--- src/rtl/instr_fetch_if.sv ---
// Fetch-stage bundle: start control, downstream stall/redirect, ROM port and issue register outputs.
// The fetch unit connects through the slave modport; its environment through master.
interface instr_fetch_if #(
    parameter int PC_W    = 10,
    parameter int INSTR_W = 9,
    parameter int CNT_W   = 16
);
    logic               Start;
    logic [PC_W-1:0]    StartAddr;
    logic               Stall;
    logic               BranchTaken;
    logic [PC_W-1:0]    BranchTarget;
    logic [PC_W-1:0]    ImemAddr;
    logic [INSTR_W-1:0] ImemData;
    logic               InstrValid;
    logic [INSTR_W-1:0] InstrOut;
    logic [PC_W-1:0]    PcOut;
    logic [3:0]         Opcode;
    logic               Illegal;
    logic               Done;
    logic [CNT_W-1:0]   InstrCount;

    modport master (
        output Start, StartAddr, Stall, BranchTaken, BranchTarget, ImemData,
        input  ImemAddr, InstrValid, InstrOut, PcOut, Opcode, Illegal, Done, InstrCount
    );

    modport slave (
        input  Start, StartAddr, Stall, BranchTaken, BranchTarget, ImemData,
        output ImemAddr, InstrValid, InstrOut, PcOut, Opcode, Illegal, Done, InstrCount
    );
endinterface

--- src/rtl/instr_fetch.sv ---
// Instruction fetch: PC, combinational ROM read, one-entry issue register with stall,
// taken-branch redirect and HALT detection.
module instr_fetch #(
    parameter int PC_W    = 10,
    parameter int INSTR_W = 9,
    parameter int CNT_W   = 16
) (
    input  logic          Clk,
    input  logic          Reset_n,
    instr_fetch_if.slave  bus
);
    localparam logic [3:0] OP_ILLEGAL = 4'b1110;
    localparam logic [3:0] OP_HALT    = 4'b1111;

    typedef enum logic [1:0] {
        IDLE   = 2'd0,
        RUN    = 2'd1,
        HALTED = 2'd2
    } state_t;

    state_t             state_reg,  state_next;
    logic [PC_W-1:0]    pc_reg,     pc_next;
    logic [INSTR_W-1:0] instr_reg,  instr_next;
    logic [PC_W-1:0]    pcout_reg,  pcout_next;
    logic               valid_reg,  valid_next;
    logic               done_reg,   done_next;
    logic [CNT_W-1:0]   count_reg,  count_next;

    logic               fetch_is_halt;

    assign fetch_is_halt = (bus.ImemData[INSTR_W-1 -: 4] == OP_HALT);

    always_ff @(posedge Clk or negedge Reset_n) begin
        if (!Reset_n) begin
            state_reg <= IDLE;
            pc_reg    <= '0;
            instr_reg <= '0;
            pcout_reg <= '0;
            valid_reg <= 1'b0;
            done_reg  <= 1'b0;
            count_reg <= '0;
        end else begin
            state_reg <= state_next;
            pc_reg    <= pc_next;
            instr_reg <= instr_next;
            pcout_reg <= pcout_next;
            valid_reg <= valid_next;
            done_reg  <= done_next;
            count_reg <= count_next;
        end
    end

    always_comb begin
        state_next = state_reg;
        pc_next    = pc_reg;
        instr_next = instr_reg;
        pcout_next = pcout_reg;
        valid_next = valid_reg;
        done_next  = done_reg;
        count_next = count_reg;

        unique case (state_reg)
            IDLE, HALTED: begin
                if (bus.Start) begin
                    state_next = RUN;
                    pc_next    = bus.StartAddr;
                    valid_next = 1'b0;
                    done_next  = 1'b0;
                    count_next = '0;
                end
            end
            RUN: begin
                // Redirect beats stall and HALT: the word at the current PC is wrong-path.
                if (bus.BranchTaken) begin
                    pc_next    = bus.BranchTarget;
                    valid_next = 1'b0;
                end else if (bus.Stall) begin
                    state_next = RUN;
                end else if (fetch_is_halt) begin
                    state_next = HALTED;
                    done_next  = 1'b1;
                    valid_next = 1'b0;
                end else begin
                    instr_next = bus.ImemData;
                    pcout_next = pc_reg;
                    valid_next = 1'b1;
                    pc_next    = pc_reg + PC_W'(1);
                    if (count_reg != {CNT_W{1'b1}}) begin
                        count_next = count_reg + CNT_W'(1);
                    end
                end
            end
            default: begin
                state_next = IDLE;
            end
        endcase
    end

    assign bus.ImemAddr   = pc_reg;
    assign bus.InstrValid = valid_reg;
    assign bus.InstrOut   = instr_reg;
    assign bus.PcOut      = pcout_reg;
    assign bus.Opcode     = instr_reg[INSTR_W-1 -: 4];
    assign bus.Illegal    = valid_reg && (instr_reg[INSTR_W-1 -: 4] == OP_ILLEGAL);
    assign bus.Done       = done_reg;
    assign bus.InstrCount = count_reg;
endmodule

--- src/flat_wrapper.sv ---
// flat-port wrapper written by rule: the top's interface ports become plain ports
module instr_fetch_flat 
#(
    parameter int PC_W    = 10,
    parameter int INSTR_W = 9,
    parameter int CNT_W   = 16
)
  (Clk, Reset_n, bus_Start, bus_StartAddr, bus_Stall, bus_BranchTaken, bus_BranchTarget, bus_ImemData, bus_ImemAddr, bus_InstrValid, bus_InstrOut, bus_PcOut, bus_Opcode, bus_Illegal, bus_Done, bus_InstrCount);
  instr_fetch_if #(.PC_W(PC_W), .INSTR_W(INSTR_W), .CNT_W(CNT_W)) bus_i ();
  input  logic Clk;
  input  logic Reset_n;
  input wire logic [$bits(bus_i.Start)-1:0] bus_Start;
  input wire logic [$bits(bus_i.StartAddr)-1:0] bus_StartAddr;
  input wire logic [$bits(bus_i.Stall)-1:0] bus_Stall;
  input wire logic [$bits(bus_i.BranchTaken)-1:0] bus_BranchTaken;
  input wire logic [$bits(bus_i.BranchTarget)-1:0] bus_BranchTarget;
  input wire logic [$bits(bus_i.ImemData)-1:0] bus_ImemData;
  output wire logic [$bits(bus_i.ImemAddr)-1:0] bus_ImemAddr;
  output wire logic [$bits(bus_i.InstrValid)-1:0] bus_InstrValid;
  output wire logic [$bits(bus_i.InstrOut)-1:0] bus_InstrOut;
  output wire logic [$bits(bus_i.PcOut)-1:0] bus_PcOut;
  output wire logic [$bits(bus_i.Opcode)-1:0] bus_Opcode;
  output wire logic [$bits(bus_i.Illegal)-1:0] bus_Illegal;
  output wire logic [$bits(bus_i.Done)-1:0] bus_Done;
  output wire logic [$bits(bus_i.InstrCount)-1:0] bus_InstrCount;
  assign bus_i.Start = bus_Start;
  assign bus_i.StartAddr = bus_StartAddr;
  assign bus_i.Stall = bus_Stall;
  assign bus_i.BranchTaken = bus_BranchTaken;
  assign bus_i.BranchTarget = bus_BranchTarget;
  assign bus_i.ImemData = bus_ImemData;
  assign bus_ImemAddr = bus_i.ImemAddr;
  assign bus_InstrValid = bus_i.InstrValid;
  assign bus_InstrOut = bus_i.InstrOut;
  assign bus_PcOut = bus_i.PcOut;
  assign bus_Opcode = bus_i.Opcode;
  assign bus_Illegal = bus_i.Illegal;
  assign bus_Done = bus_i.Done;
  assign bus_InstrCount = bus_i.InstrCount;
  instr_fetch #(.PC_W(PC_W), .INSTR_W(INSTR_W), .CNT_W(CNT_W)) u_core (.Clk(Clk), .Reset_n(Reset_n), .bus(bus_i));
endmodule
--- config.mk ---
export PLATFORM = sky130hd
export DESIGN_NAME = instr_fetch_flat
export DESIGN_NICKNAME = d
export VERILOG_FILES = /design/src/rtl/instr_fetch_if.sv /design/src/rtl/instr_fetch.sv /design/src/flat_wrapper.sv
export SDC_FILE = /design/constraint.sdc
export NUM_CORES = 1
export LEC_CHECK = 0
export CORE_MARGIN = 5
export CORE_UTILIZATION = 45
export CTS_BUF_LIST = sky130_fd_sc_hd__clkbuf_16
export CTS_CLUSTER_SIZE = 25
export DETAILED_ROUTE_END_ITERATION = 12
export PLACE_DENSITY = 0.9
export SETUP_SLACK_MARGIN = 0.05
export SYNTH_ARGS = -nofsm -noshare
export SYNTH_HDL_FRONTEND = slang
export SYNTH_SLANG_ARGS = --single-unit
--- constraint.sdc ---
create_clock -name Clk -period 2.1 [get_ports Clk]
set_input_delay 0.525 -clock Clk [delete_from_list [all_inputs] [get_ports Clk]]
set_output_delay 0.525 -clock Clk [all_outputs]
set_load 0.01 [all_outputs]
==> impl_metrics.env, run 1 <==
export IMPL_outcome="finished, final reports clean"
export IMPL_dieArea_um2=7670
export IMPL_crit_chain="clkdlybuf4s50_1, nor3b_4, a21oi_1, a31o_2, buf_4, a211o_1"
export IMPL_grt_pass1_vias=2607
export IMPL_total_leakage_power_uw=0.00167
export IMPL_synth_cells=267
export IMPL_drt_pass1_iterations=5
export IMPL_place_inst=433
export IMPL_clockRootBuffer="clkbuf_16"
export IMPL_hold_viol=0
export IMPL_worstMarginPinSlew_ns=0.457
export IMPL_synth_warning_count=0
export IMPL_crit_family="compound AO/OA/AOI/OAI gates"
export IMPL_stdcell_count=443
export IMPL_io_buffers=85
export IMPL_clk_path_buf_depth=2
export IMPL_fillerInstances=446
export IMPL_place_hpwl_um=5730
export IMPL_drt_iter0_drc=237
export IMPL_p_sw_share_pct=35.6
export IMPL_cts_tree="done"
export IMPL_fmax_ghz=0.498
export IMPL_timing_final_crit_period_ns=2.01
export IMPL_syn2layout_area_growth_pct=44.9
export IMPL_seqPwrFrac_pct=36.4
export IMPL_r2r_start="u_core.bus.InstrCount[1]"
export IMPL_grt_ovfl_total=0
export IMPL_synthArstFlopShare_pct=100
export IMPL_slew_violations=0
export IMPL_critPathSlowestCell="clkdlybuf4s50_1"
export IMPL_wire_per_inst_um=18.1
export IMPL_vias=2690
export IMPL_routed_wl_um=8000
export IMPL_coreArea_um2=5890
export IMPL_slew_limit_headroom_pct=69.5
export IMPL_path_clk_slew_ns=0.07
export IMPL_cp_arrival_ns=2.17
export IMPL_fin_skew_ns=0.00607
export IMPL_diodes=0
export IMPL_rr_worst_depth=5
export IMPL_rr_endpoint="u_core.bus.InstrCount[14]"
export IMPL_drv_cap=0
export IMPL_cts_buffers=5
export IMPL_avgSynthCellArea_um2=10.1
export IMPL_cp_num_buf_inv=2
export IMPL_worst_path_max_fanout=8
export IMPL_synth_ff_type="dfrtp_1"
export IMPL_insertion_delay_ns=0.29
export IMPL_num_io_pins=86
export IMPL_largest_register_ffs=16
export IMPL_grt_pass1_wl_um=12900
export IMPL_grt_use_met1_pct=26.9
export IMPL_power_density_nw_per_um2=1190
export IMPL_cts_sinks=49
export IMPL_antenna_found_initial=0
export IMPL_syn_area_um2=2710
export IMPL_die_w_um=87.6
export IMPL_end_kind="register"
export IMPL_drive_above_1_share_pct=19.6
export IMPL_hold_worst_slack_ns=0.173
export IMPL_cts_htree_levels=2
export IMPL_gr_max_usage_layer="met2"
export IMPL_p_comb_share_pct=44.2
export IMPL_vias_per_cell=6.07
export IMPL_slowest_delay_ns=0.49
export IMPL_track_usage_pct=21.3
export IMPL_p_switching_uw=1660
export IMPL_period_share_pct=95.7
export IMPL_rsz0062_at_grt="no"
export IMPL_irDropWorstVdd_v=0.000664
export IMPL_grt_max_degree=25
export IMPL_rrSetupSlack_ns=0.12
export IMPL_ys_seq_elements=49
export IMPL_remaining_drc_errors=0
export IMPL_met3_usage_pct=4.80
export IMPL_place_congestion=0.807
export IMPL_synth_nets=303
export IMPL_die_y_um=87.6
export IMPL_placementRows=28
export IMPL_postCtsHoldBufs=0
export IMPL_postRouteAntennaNets=0
export IMPL_p_total_uw=4660
export IMPL_grt_use_met2_pct=36.3
export IMPL_synth_edff_count=0
export IMPL_clkPwrFrac_pct=19.5
export IMPL_cp_required_ns=2.27
export IMPL_initial_core_util_pct=46.0
export IMPL_cp_start_kind="input port"
export IMPL_layout_nets=403
export IMPL_setup_violations_final=0
export IMPL_synth_distinct_cells=54
export IMPL_hold_path_class="input port to asynchronous set/reset pin"
export IMPL_p_int_uw=3000
export IMPL_path_class="input port to register"
export IMPL_yosysSeqAreaShare_pct=45.3
==> Yosys cell counts, drive strengths merged (6+ instances only) <==
| cell type | instances | share of area, % |
|---|---|---|
| buf | 13 | 3.2 |
| clkbuf | 7 | 1.0 |
| nand4 | 12 | 2.8 |
| o21ai | 11 | 2.0 |
| mux2 | 20 | 8.3 |
| a211o | 7 | 2.3 |
| o211ai | 8 | 2.2 |
| nand3 | 11 | 2.5 |
| nand2 | 20 | 2.8 |
| nor3 | 9 | 1.7 |
| nor2 | 13 | 1.8 |
| dfrtp | 49 | 45 |
| a21oi | 12 | 2.2 |
| and3 | 13 | 3.1 |
| inv | 6 | 0.83 |
==> how the worst max path moves through the flow <==
stage                             start                   endpoint  slack (ns)  cells past startpoint
2_1_floorplan  u_core.bus.InstrCount[0]  u_core.bus.InstrCount[14]        0.27                      6
3_3_place_gp            bus_BranchTaken     u_core.bus.ImemAddr[8]        -0.1                      5
3_5_place_dp            bus_BranchTaken     u_core.bus.ImemAddr[7]       -0.16                      5
4_1_cts          u_core.bus.InstrOut[7]                bus_Illegal        0.11                      3
5_1_grt          u_core.bus.InstrOut[7]                bus_Illegal        0.06                      3
6_report                bus_BranchTaken   u_core.bus.InstrCount[5]        0.09                      6
==> layer usage <==
metal | wire length, um | part of all wire (%) | vias up
met5 | 0 | 0 | -
met1 | 3110 | 39 | 1301
li1 | - | - | 1206
met2 | 4000 | 50 | 159
met4 | 189 | 2.4 | 0
met3 | 694 | 8.7 | 24
==> metrics by stage <==
step / setup TNS, ns / util, % / instance area, um^2 / setup slack (ns)
2_1_floorplan: 0 / - / 2710 / 0.269
4_1_cts: 0 / 66.5 / 3910 / 0.106
5_1_grt: 0 / 66.7 / 3930 / 0.0616
3_5_place_dp: -1.21 / 63.4 / 3730 / -0.156
3_3_place_gp: -0.397 / 63.4 / 3730 / -0.0985
6_report: 0 / 66.7 / 3930 / 0.0911
==> power by group through the flow <==
stage,Sequential (uW),Clock (uW),Combinational (uW)
floorplan,1750,0,879
global placement,1670,0,1950
detailed placement,1690,0,2020
CTS,1690,918,2040
global route,1760,964,2230
finish,1700,908,2060
==> layout make-up <==
class | count | area (um^2) | area share (%)
sequential | 49 | 1230 | 31.2
inverter | 6 | 22.5 | 0.574
multi-input combinational | 192 | 1360 | 34.7
timing repair buffer | 113 | 1060 | 26.9
tap | 75 | 93.8 | 2.39
clock inverter | 3 | 41.3 | 1.05
clock buffer | 5 | 125 | 3.19
==> cells in the final DEF (no fill, tap or decap), types with 3 or more instances in the layout <==
| cell | instances |
|---|---|
| a21oi_1 | 12 |
| nand3_1 | 10 |
| buf_4 | 28 |
| and3_2 | 3 |
| o311a_1 | 3 |
| o211ai_1 | 8 |
| nor3_1 | 9 |
| a211o_1 | 7 |
| dfrtp_1 | 49 |
| nand2_1 | 19 |
| o31a_1 | 3 |
| and2_1 | 4 |
| nand4_1 | 12 |
| o21ai_0 | 11 |
| nor2_1 | 13 |
| clkdlybuf4s50_1 | 84 |
| and3_1 | 10 |
| o31ai_1 | 3 |
| clkbuf_16 | 5 |
| mux2i_1 | 3 |
| inv_1 | 6 |
| mux2_2 | 20 |
| o22ai_1 | 3 |
==> logic make-up after synthesis <==
group / Yosys count / synth area share [%]
simple gates: 99 / 20.8
buf+inv: 26 / 5.03
flops: 49 / 45.3
compound gates: 68 / 18.5
fa+ha+maj: 2 / 0.924
mux: 23 / 9.42
==> repair_timing <==
| item | CTS | global route |
|---|---|---|
| buffers inserted | 2 | 0 |
| pin swaps | 1 | 0 |
| endpoints found under the setup margin | 1 | 4 |
| gates resized for setup | 0 | 3 |
Power figures use the tool's default switching activity.
==> run 2: changes to the inputs <==
--- a/config.mk
+++ b/config.mk
@@ -6,11 +6,12 @@
 export NUM_CORES = 1
 export LEC_CHECK = 0
 export CORE_MARGIN = 5
-export CORE_UTILIZATION = 45
+export CORE_UTILIZATION = 47
 export CTS_BUF_LIST = sky130_fd_sc_hd__clkbuf_16
 export CTS_CLUSTER_SIZE = 25
 export DETAILED_ROUTE_END_ITERATION = 12
-export PLACE_DENSITY = 0.9
+export PLACE_DENSITY = 0.93
+export RECOVER_POWER = 25
 export SETUP_SLACK_MARGIN = 0.05
 export SYNTH_ARGS = -nofsm -noshare
 export SYNTH_HDL_FRONTEND = slang
==> impl_metrics.env, run 2 (synthesized netlist as in run 1, its figures left out) <==
export IMPL_period_share_pct=94.9
export IMPL_final_common_cell="clkdlybuf4s50_1"
export IMPL_timing_final_crit_period_ns=1.99
export IMPL_track_usage_pct=21.3
export IMPL_fin_skew_ns=0.0110
export IMPL_postRouteAntennaNets=0
export IMPL_power_density_nw_per_um2=1200
export IMPL_place_congestion=0.855
export IMPL_cp_arrival_ns=2.20
export IMPL_cts_htree_levels=2
export IMPL_path_class="input port to register"
export IMPL_stdcell_area_um2=3890
export IMPL_clk_path_buf_depth=2
export IMPL_dpl_cell_area_um2=3710
export IMPL_wire_per_inst_um=18.3
export IMPL_cp_startpoint="bus_BranchTaken"
export IMPL_num_io_pins=86
export IMPL_slowest_delay_ns=0.50
export IMPL_place_hpwl_um=5480
export IMPL_end_kind="register"
export IMPL_outcome="finished, final reports clean"
export IMPL_hold_viol=0
export IMPL_vias_per_cell=6.00
export IMPL_irDropWorstVdd_v=0.000849
export IMPL_rrSetupSlack_ns=0.13
export IMPL_setup_violations_final=0
export IMPL_setup_tns_ns=0
export IMPL_slew_limit_headroom_pct=8.24
export IMPL_cts_repair_resized=0
export IMPL_grt_pass1_vias=2598
export IMPL_slew_violations=0
export IMPL_cp_num_cells=5
export IMPL_die_w_um=85.9
export IMPL_path_clk_slew_ns=0.07
export IMPL_grt_ovfl_total=0
export IMPL_remaining_drc_errors=0
export IMPL_placementRows=27
export IMPL_critPathCapture="u_core.bus.ImemAddr[7]"
export IMPL_dieArea_um2=7380
export IMPL_cp_num_buf_inv=2
export IMPL_drt_pass1_iterations=5
export IMPL_vias=2599
export IMPL_cts_tree="done"
export IMPL_clockRootBuffer="clkbuf_16"
export IMPL_rr_worst_depth=5
export IMPL_insertion_delay_ns=0.29
export IMPL_io_buffers=85
export IMPL_grt_pass1_wl_um=12700
export IMPL_layout_nets=396
export IMPL_initial_core_util_pct=48.9
export IMPL_r2r_start="u_core.bus.InstrCount[1]"
export IMPL_cts_sinks=49
export IMPL_die_y_um=85.9
export IMPL_crit_chain="clkdlybuf4s50_1, or3b_1, buf_4, o311a_1, o22ai_1"
export IMPL_hold_path_class="register to register"
export IMPL_cp_start_kind="input port"
export IMPL_drive_above_1_share_pct=17.2
export IMPL_postCtsHoldBufs=0
export IMPL_diodes=0
export IMPL_rr_endpoint="u_core.bus.InstrCount[10]"
export IMPL_crit_family="buffers and inverters"
export IMPL_routed_wl_um=7920
export IMPL_grt_max_degree=28
export IMPL_layout_common_cells="clkdlybuf4s50_1 (84), dfrtp_1 (49), nand2_1 (20), mux2_2 (20), buf_4 (19)"
export IMPL_syn2layout_area_growth_pct=43.6
export IMPL_worst_path_max_fanout=7
export IMPL_critPathSlowestCell="clkdlybuf4s50_1"
export IMPL_cts_buffers=5
export IMPL_rsz0062_at_grt="yes"
export IMPL_cp_required_ns=2.30
export IMPL_coreArea_um2=5540
export IMPL_postCtsSetupBuffers=0
export IMPL_fmax_ghz=0.502
export IMPL_drv_cap=0
export IMPL_worstMarginPinSlew_ns=1.38
export IMPL_largest_register_ffs=16
export IMPL_antenna_found_initial=0
export IMPL_drt_iter0_drc=234
export IMPL_total_leakage_power_uw=0.00165
run 2: how the worst min path moves through the flow:
stage,start,end,slack [ns],cells after the start
after floorplan,Reset_n,u_core.bus.Done,0.23,0
after global placement,u_core.bus.Done,u_core.bus.Done,0.48,2
after detailed placement,u_core.bus.Done,u_core.bus.Done,0.49,2
after CTS,Reset_n,u_core.bus.InstrCount[12],0.23,1
after global routing,u_core.bus.InstrOut[2],u_core.bus.InstrOut[2],0.52,1
final,u_core.bus.Done,u_core.bus.Done,0.50,2
run 2: area by class of cell:
type,count,area [um^2]
Fill cell,396,1650
Multi-Input combinational cell,192,1360
Timing Repair Buffer,106,1030
Inverter,6,22.5
Sequential cell,49,1230
Clock inverter,3,42.5
Clock buffer,5,125
Tap cell,72,90.1
run 2: worst reg2reg max path, cell delays in order (launching register included):
cell,delay (ns)
dfrtp_1,0.41
ha_1,0.28
nand3_4,0.14
nor4_2,0.38
a21oi_1,0.26
a221o_1,0.37
run 2: layer usage:
| metal | track usage, % | vias to the layer above | share of wire (%) |
|---|---|---|---|
| met1 | 28.6 | 1232 | 40 |
| met4 | 8.06 | 0 | 2.6 |
| met5 | 0 | - | 0 |
| met3 | 3.94 | 24 | 7.6 |
| met2 | 34.2 | 154 | 49 |
| li1 | - | 1189 | - |
run 2: power breakdown:
group	internal, uW	switching [uW]	total [uW]	leakage, uW
clock network	560	342	902	0.0000852
registers	1270	401	1680	0.000594
logic	1170	906	2070	0.000968
total	3000	1650	4650	0.00165
run 2: stage by stage:
step	hold WS, ns	cells	total power (uW)	utilization, %	worst slack [ns]
2_1_floorplan	0.229	267	2630	-	0.269
3_3_place_gp	0.483	425	3630	67.0	-0.106
3_5_place_dp	0.488	425	3710	67.0	-0.160
4_1_cts	0.233	433	4660	70.1	0.117
5_1_grt	0.520	433	4930	70.2	0.00611
6_report	0.496	433	4650	70.2	0.106
==> run 3: changes to the inputs <==
--- a/config.mk
+++ b/config.mk
@@ -13,6 +13,7 @@
 export PLACE_DENSITY = 0.93
 export RECOVER_POWER = 25
 export SETUP_SLACK_MARGIN = 0.05
+export SKIP_CTS_REPAIR_TIMING = 1
 export SYNTH_ARGS = -nofsm -noshare
 export SYNTH_HDL_FRONTEND = slang
 export SYNTH_SLANG_ARGS = --single-unit
==> results of run 3 <==
Same layout as run 2: the final DEF is identical, and so are final timing and power.
